File: config.mk
export PLATFORM = sky130hd
export DESIGN_NAME = kf8253_bus_sequencer
export DESIGN_NICKNAME = d
export VERILOG_FILES = /design/src/rtl/kf8253_bus_sequencer.sv
export SDC_FILE = /design/constraint.sdc
export NUM_CORES = 1
export LEC_CHECK = 0
export ABC_AREA = 1
export CAP_MARGIN = 20
export CORE_MARGIN = 4
export CORE_UTILIZATION = 46
export CTS_CLUSTER_SIZE = 10
export DETAILED_ROUTE_END_ITERATION = 10
export HOLD_SLACK_MARGIN = 0.06
export MAX_ROUTING_LAYER = met4
export PLACE_DENSITY = 0.76
export SYNTH_ARGS = -nofsm -noshare
export SYNTH_HDL_FRONTEND = slang
export SYNTH_SLANG_ARGS = --single-unit
File: constraint.sdc
create_clock -name clock -period 1.67 [get_ports clock]
set_clock_uncertainty 0.1 [all_clocks]
set_input_delay 0.501 -clock clock [delete_from_list [all_inputs] [get_ports clock]]
set_output_delay 0.501 -clock clock [all_outputs]
set_load 0.03 [all_outputs]
File: src/rtl/kf8253_bus_sequencer.sv
// Host-side bus sequencer for one 8253 counter channel: turns a 16-bit command into
// control-word/count-byte write strobes or read pulses and reassembles read bytes.
module kf8253_bus_sequencer #(
    parameter int CHANNEL           = 2,
    parameter int WRITE_GAP         = 1,
    parameter int READ_PULSE_CYCLES = 2
) (
    input  logic        clock,
    input  logic        reset_n,
    input  logic        cmd_valid,
    output logic        cmd_ready,
    input  logic [1:0]  cmd_op,
    input  logic [1:0]  cmd_rw,
    input  logic [2:0]  cmd_mode,
    input  logic        cmd_bcd,
    input  logic [15:0] cmd_count,
    output logic [7:0]  internal_data_bus,
    output logic        write_control,
    output logic        write_counter,
    output logic        read_counter,
    input  logic [7:0]  read_counter_data,
    output logic        rsp_valid,
    output logic [15:0] rsp_data,
    output logic        rsp_error
);

    // state | meaning
    // IDLE  | waiting for a command, cmd_ready high
    // CTRL  | write_control strobe (control or latch word)
    // WGAP  | idle cycles after a write strobe, bus held
    // WBYTE | write_counter strobe with one count byte
    // RSTB  | read_counter held high, byte captured on last cycle
    // RREL  | read_counter low for one cycle between/after pulses
    // DONE  | rsp_valid pulse
    localparam logic [2:0] IDLE  = 3'd0;
    localparam logic [2:0] CTRL  = 3'd1;
    localparam logic [2:0] WGAP  = 3'd2;
    localparam logic [2:0] WBYTE = 3'd3;
    localparam logic [2:0] RSTB  = 3'd4;
    localparam logic [2:0] RREL  = 3'd5;
    localparam logic [2:0] DONE  = 3'd6;

    localparam logic [1:0] OP_PROG  = 2'b00;
    localparam logic [1:0] OP_LATCH = 2'b01;
    localparam logic [1:0] OP_LIVE  = 2'b10;

    localparam int GW = $clog2(WRITE_GAP + 1);
    localparam int PW = $clog2(READ_PULSE_CYCLES + 1);
    localparam logic [1:0]    CH        = 2'(CHANNEL);
    localparam logic [GW-1:0] GAP_LOAD  = GW'(WRITE_GAP);
    localparam logic [PW-1:0] PULSE_LOAD = PW'(READ_PULSE_CYCLES);

    logic [2:0]    state;
    logic [2:0]    state_nx;
    logic [1:0]    op_q;
    logic [1:0]    rw_q;
    logic [15:0]   count_q;
    logic [1:0]    bytes_left;
    logic [GW-1:0] gap_cnt;
    logic [PW-1:0] pulse_cnt;
    logic [7:0]    rd_lo;
    logic [7:0]    rd_hi;

    logic accept;
    logic cmd_err;
    logic gap_last;
    logic pulse_last;
    logic hi_byte;

    assign cmd_ready  = (state == IDLE);
    assign accept     = cmd_valid && cmd_ready;
    assign cmd_err    = (cmd_op == 2'b11) || (cmd_rw == 2'b00);
    assign gap_last   = (gap_cnt == GW'(1));
    assign pulse_last = (pulse_cnt == PW'(1));
    // RL=10 only ever moves the MSB; RL=11 moves the MSB as its second byte
    assign hi_byte    = (rw_q == 2'b10) || ((rw_q == 2'b11) && (bytes_left == 2'd1));

    always_comb begin
        state_nx = state;
        case (state)
            IDLE: begin
                if (cmd_valid) begin
                    if (cmd_err)
                        state_nx = DONE;
                    else if (cmd_op == OP_LIVE)
                        state_nx = RSTB;
                    else
                        state_nx = CTRL;
                end
            end
            CTRL:  state_nx = WGAP;
            WGAP: begin
                if (gap_last) begin
                    if (op_q == OP_LATCH)
                        state_nx = RSTB;
                    else if (bytes_left != 2'd0)
                        state_nx = WBYTE;
                    else
                        state_nx = DONE;
                end
            end
            WBYTE: state_nx = WGAP;
            RSTB: begin
                if (pulse_last)
                    state_nx = RREL;
            end
            RREL:  state_nx = (bytes_left != 2'd0) ? RSTB : DONE;
            DONE:  state_nx = IDLE;
            default: state_nx = IDLE;
        endcase
    end

    always_ff @(posedge clock or negedge reset_n) begin
        if (!reset_n) begin
            state             <= IDLE;
            op_q              <= 2'b00;
            rw_q              <= 2'b00;
            count_q           <= 16'h0000;
            bytes_left        <= 2'd0;
            gap_cnt           <= '0;
            pulse_cnt         <= '0;
            rd_lo             <= 8'h00;
            rd_hi             <= 8'h00;
            internal_data_bus <= 8'h00;
            write_control     <= 1'b0;
            write_counter     <= 1'b0;
            read_counter      <= 1'b0;
            rsp_valid         <= 1'b0;
            rsp_data          <= 16'h0000;
            rsp_error         <= 1'b0;
        end else begin
            state         <= state_nx;
            write_control <= (state_nx == CTRL);
            write_counter <= (state_nx == WBYTE);
            read_counter  <= (state_nx == RSTB);
            rsp_valid     <= (state_nx == DONE);

            if (accept) begin
                op_q       <= cmd_op;
                rw_q       <= cmd_rw;
                count_q    <= cmd_count;
                bytes_left <= (cmd_rw == 2'b11) ? 2'd2 : 2'd1;
                rd_lo      <= 8'h00;
                rd_hi      <= 8'h00;
                if (!cmd_err && (cmd_op == OP_PROG))
                    internal_data_bus <= {CH, cmd_rw, cmd_mode, cmd_bcd};
                else if (!cmd_err && (cmd_op == OP_LATCH))
                    internal_data_bus <= {CH, 6'b000000};
            end

            if ((state_nx == WGAP) && (state != WGAP))
                gap_cnt <= GAP_LOAD;
            else if (state == WGAP)
                gap_cnt <= gap_cnt - GW'(1);

            if ((state == WGAP) && (state_nx == WBYTE)) begin
                internal_data_bus <= hi_byte ? count_q[15:8] : count_q[7:0];
                bytes_left        <= bytes_left - 2'd1;
            end

            if ((state_nx == RSTB) && (state != RSTB))
                pulse_cnt <= PULSE_LOAD;
            else if (state == RSTB)
                pulse_cnt <= pulse_cnt - PW'(1);

            if ((state == RSTB) && pulse_last) begin
                if (hi_byte)
                    rd_hi <= read_counter_data;
                else
                    rd_lo <= read_counter_data;
                bytes_left <= bytes_left - 2'd1;
            end

            // only the error path enters DONE straight from the accept cycle
            if (state_nx == DONE) begin
                rsp_error <= accept && cmd_err;
                rsp_data  <= (accept || (op_q == OP_PROG)) ? 16'h0000 : {rd_hi, rd_lo};
            end else begin
                rsp_error <= 1'b0;
                rsp_data  <= 16'h0000;
            end
        end
    end

endmodule

==> flow_summary.yaml <==
status:
  outcome: "finished, violations left"
  violations: "setup timing"
cells_and_area:
  regArea_um2: 1830
  design_area_um2: 4600
  layout-drive-gt1-share_pct: 34.9
  multi_input_area_um2: 1290
  syn2layout_area_growth_pct: 46.3
  fin_util_pct: 70.8
  fill_cells: 455
  antenna_cells: 0
  final_cells: 530
  nNetsFinal: 486
route:
  ant_nets: 0
  drt-vias-per-instance: 4.95
  dr.pass1.iters: 4
  drc: 0
  wirelength_um: 7290
  vias: 2621
  drt_iter0_drc: 174
  wire_per_inst_um: 13.7
power_and_ir_drop:
  seqPwrFrac_pct: 33.3
  power_density_nw_per_um2: 1740
  p_sw_share_pct: 40.1
  pwr-share-comb_pct: 47.1
  total_power_mw: 8.02
  clockPowerShare_pct: 19.6
  p_leak_nw: 2.24
  irDropWorstVdd_mv: 0.785
  p_switching_mw: 3.21
  p_int_mw: 4.80
setup_path:
  path_max_fanout: 7
  startpoint_type: "register"
  r2r_setup_slack_ns: -0.14
  crit_chain: "buf_6, nor3_4, nand2_1, nand2_2, nor2_4, nor2_8, nand3_4, buf_12, nor2_4"
  crit_required_ns: 1.85
  cpPeakStageDelay_ns: 0.45
  worst_r2r_path_depth: 9
  critPathMostFrequentCell: "nor2_4"
  cp_slowest_cell: "dfrtp_2"
  arrival_ns: 1.99
  endpoint_kind: "register"
  critical_path_class: "register to register"
timing:
  fin_tns_setup_ns: -1.98
  slew_viol_final: 0
  timing.final.crit_share_pct: 108
  hold_slack_ns: 0.0501
  setup_violations: 23
  rsz0062_at_grt: "yes"
  fmax_mhz: 554
  slew_headroom_pct: 71.5
  worst_pin_slew_ns: 0.423
  hold_viol_final: 0
  finalCriticalPeriod_ns: 1.81
  setup_ws_ns: -0.135
yosys:
  yosysWarnings: 0
  syn_avg_cell_area_um2: 9.27
  synth_seq_area_share_pct: 58.1
  yosys_register_bits: 73
  syn_inst: 339
  yosysUniqueCellTypes: 28
  syn_area_um2: 3140
  syn_nets: 377
place:
  dp_cells: 502
  dp_slack_ns: -0.519
  gp_congestion: 0.853
  placed_area_um2: 4100
  dp_hpwl_um: 4720
  portBuffers: 64
grt:
  grt_max_degree: 74
  grt_pass1_wl_um: 11700
  track_usage_pct: 18.4
  grt_antenna_before_repair: 0
  grt_pass1_vias: 2531
  grt_overflow: 0
clocking:
  tritoncts: "yes"
  clkSinkCount: 73
  cts.path.max_buffers: 2
  clkTransAtPathRegs_ns: 0.09
  clock_latency_ns: 0.35
  numCtsBuffers: 9
  cts_root_buffer: "clkbuf_8"
  htreeDepth: 3
  postCtsHoldBufs: 0
floorplan:
  dieWidth_um: 90.7
  dieArea_um2: 8220
  die_height_um: 90.7
  core.rowCount: 29
  core_region_area_um2: 6490
  start_util_pct: 48.4
  io_pins: 65
worst_hold_path:
  hp-class: "input pin to async pin"
run:
  max_cap_violations: 0
cell type report:
type	count	share of cell area [%]
Inverter	41	3.56
Tap cell	77	2.09
Sequential cell	73	39.8
Multi-Input combinational cell	215	28.1
Timing Repair Buffer	108	21.6
Clock inverter	7	2.20
Clock buffer	9	2.69
Yosys cell counts, drive strengths merged:
cell type,instances,area [um2]
o211ai,2,15.0
nand3,34,195
ha,3,37.5
a31oi,1,6.26
nor3,2,15.0
nor2,29,223
a21oi,3,15.0
a22o,1,8.76
dfrtp,73,1830
nand3b,1,7.51
buf,5,33.8
inv,41,156
o21ai,40,200
nor4,1,6.26
clkbuf,5,18.8
or2,1,6.26
nand2,97,372
cells by family (layout without fill, tap and decap cells):
kind of cell	count (synthesis)	count (layout)	synth area share (%)
AO/OA/AOI/OAI	47	47	7.80
AND/OR/NAND/NOR	165	165	26.2
adder cells (fa/ha/maj)	3	3	1.19
buffers and inverters	51	165	6.65
flip-flops	73	73	58.1
flip-flops by register name (all words and copies together), names as in the netlist:
name / cells
gap_cnt: 1
rd_lo: 8
rsp_valid: 1
rd_hi: 8
pulse_cnt: 2
read_counter: 1
rw_q: 2
internal_data_bus: 8
count_q: 16
bytes_left: 2
rsp_data: 16
write_control: 1
op_q: 2
write_counter: 1
rsp_error: 1
state: 3
power groups by stage:
stage,registers (mW),logic (mW),clock network [mW]
final,2.67,3.78,1.57
after global routing,2.74,4.13,1.69
after CTS,2.65,3.22,1.59
after detailed placement,2.68,3.08,0
after global placement,2.66,2.99,0
after floorplan,2.85,1.68,0
layer usage:
layer | vias up | part of all wire, % | track usage, %
li1 | 1295 | - | -
met1 | 1238 | 42 | 22.5
met2 | 77 | 51 | 29.7
met3 | 11 | 4.7 | 4.50
met4 | 0 | 1.6 | 6.51
met5 | - | 0 | -
what timing repair did:
item / in CTS / in global routing
gates resized for setup: 75 / 78
setup buffers: 4 / 8
pin swaps: 2 / 11
setup endpoints to repair: 66 / 63
worst max-delay path, delay by kind of cell (launching register included):
| family | cells | cell delay (ns) |
|---|---|---|
| buffers and inverters | 2 | 0.32 |
| flip-flops | 1 | 0.45 |
| AND/OR/NAND/NOR | 7 | 0.85 |
cells in the final DEF (no fill, tap or decap), types with 12 or more instances in the layout:
cell	Yosys	final
o21ai_0	30	27
dfrtp_1	73	71
o21ai_1	10	12
buf_4	0	35
nand2_2	3	12
nand2_1	94	82
clkbuf_2	0	12
clkdlybuf4s50_1	0	29
nand3_1	32	25
inv_1	35	29
nor2_4	12	20
path summary, 6_finish.rpt:
check	to	startpoint
setup reg to reg	rsp_data[5]	state[0]
min in group clock	count_q[6]	count_q[6]
hold reg to reg	count_q[6]	count_q[6]
setup / recovery	rsp_data[5]	state[0]
max in group asynchronous	state[2]	reset_n
hold / removal	rsp_data[10]	reset_n
No activity file was read; power rests on OpenSTA's default activity.
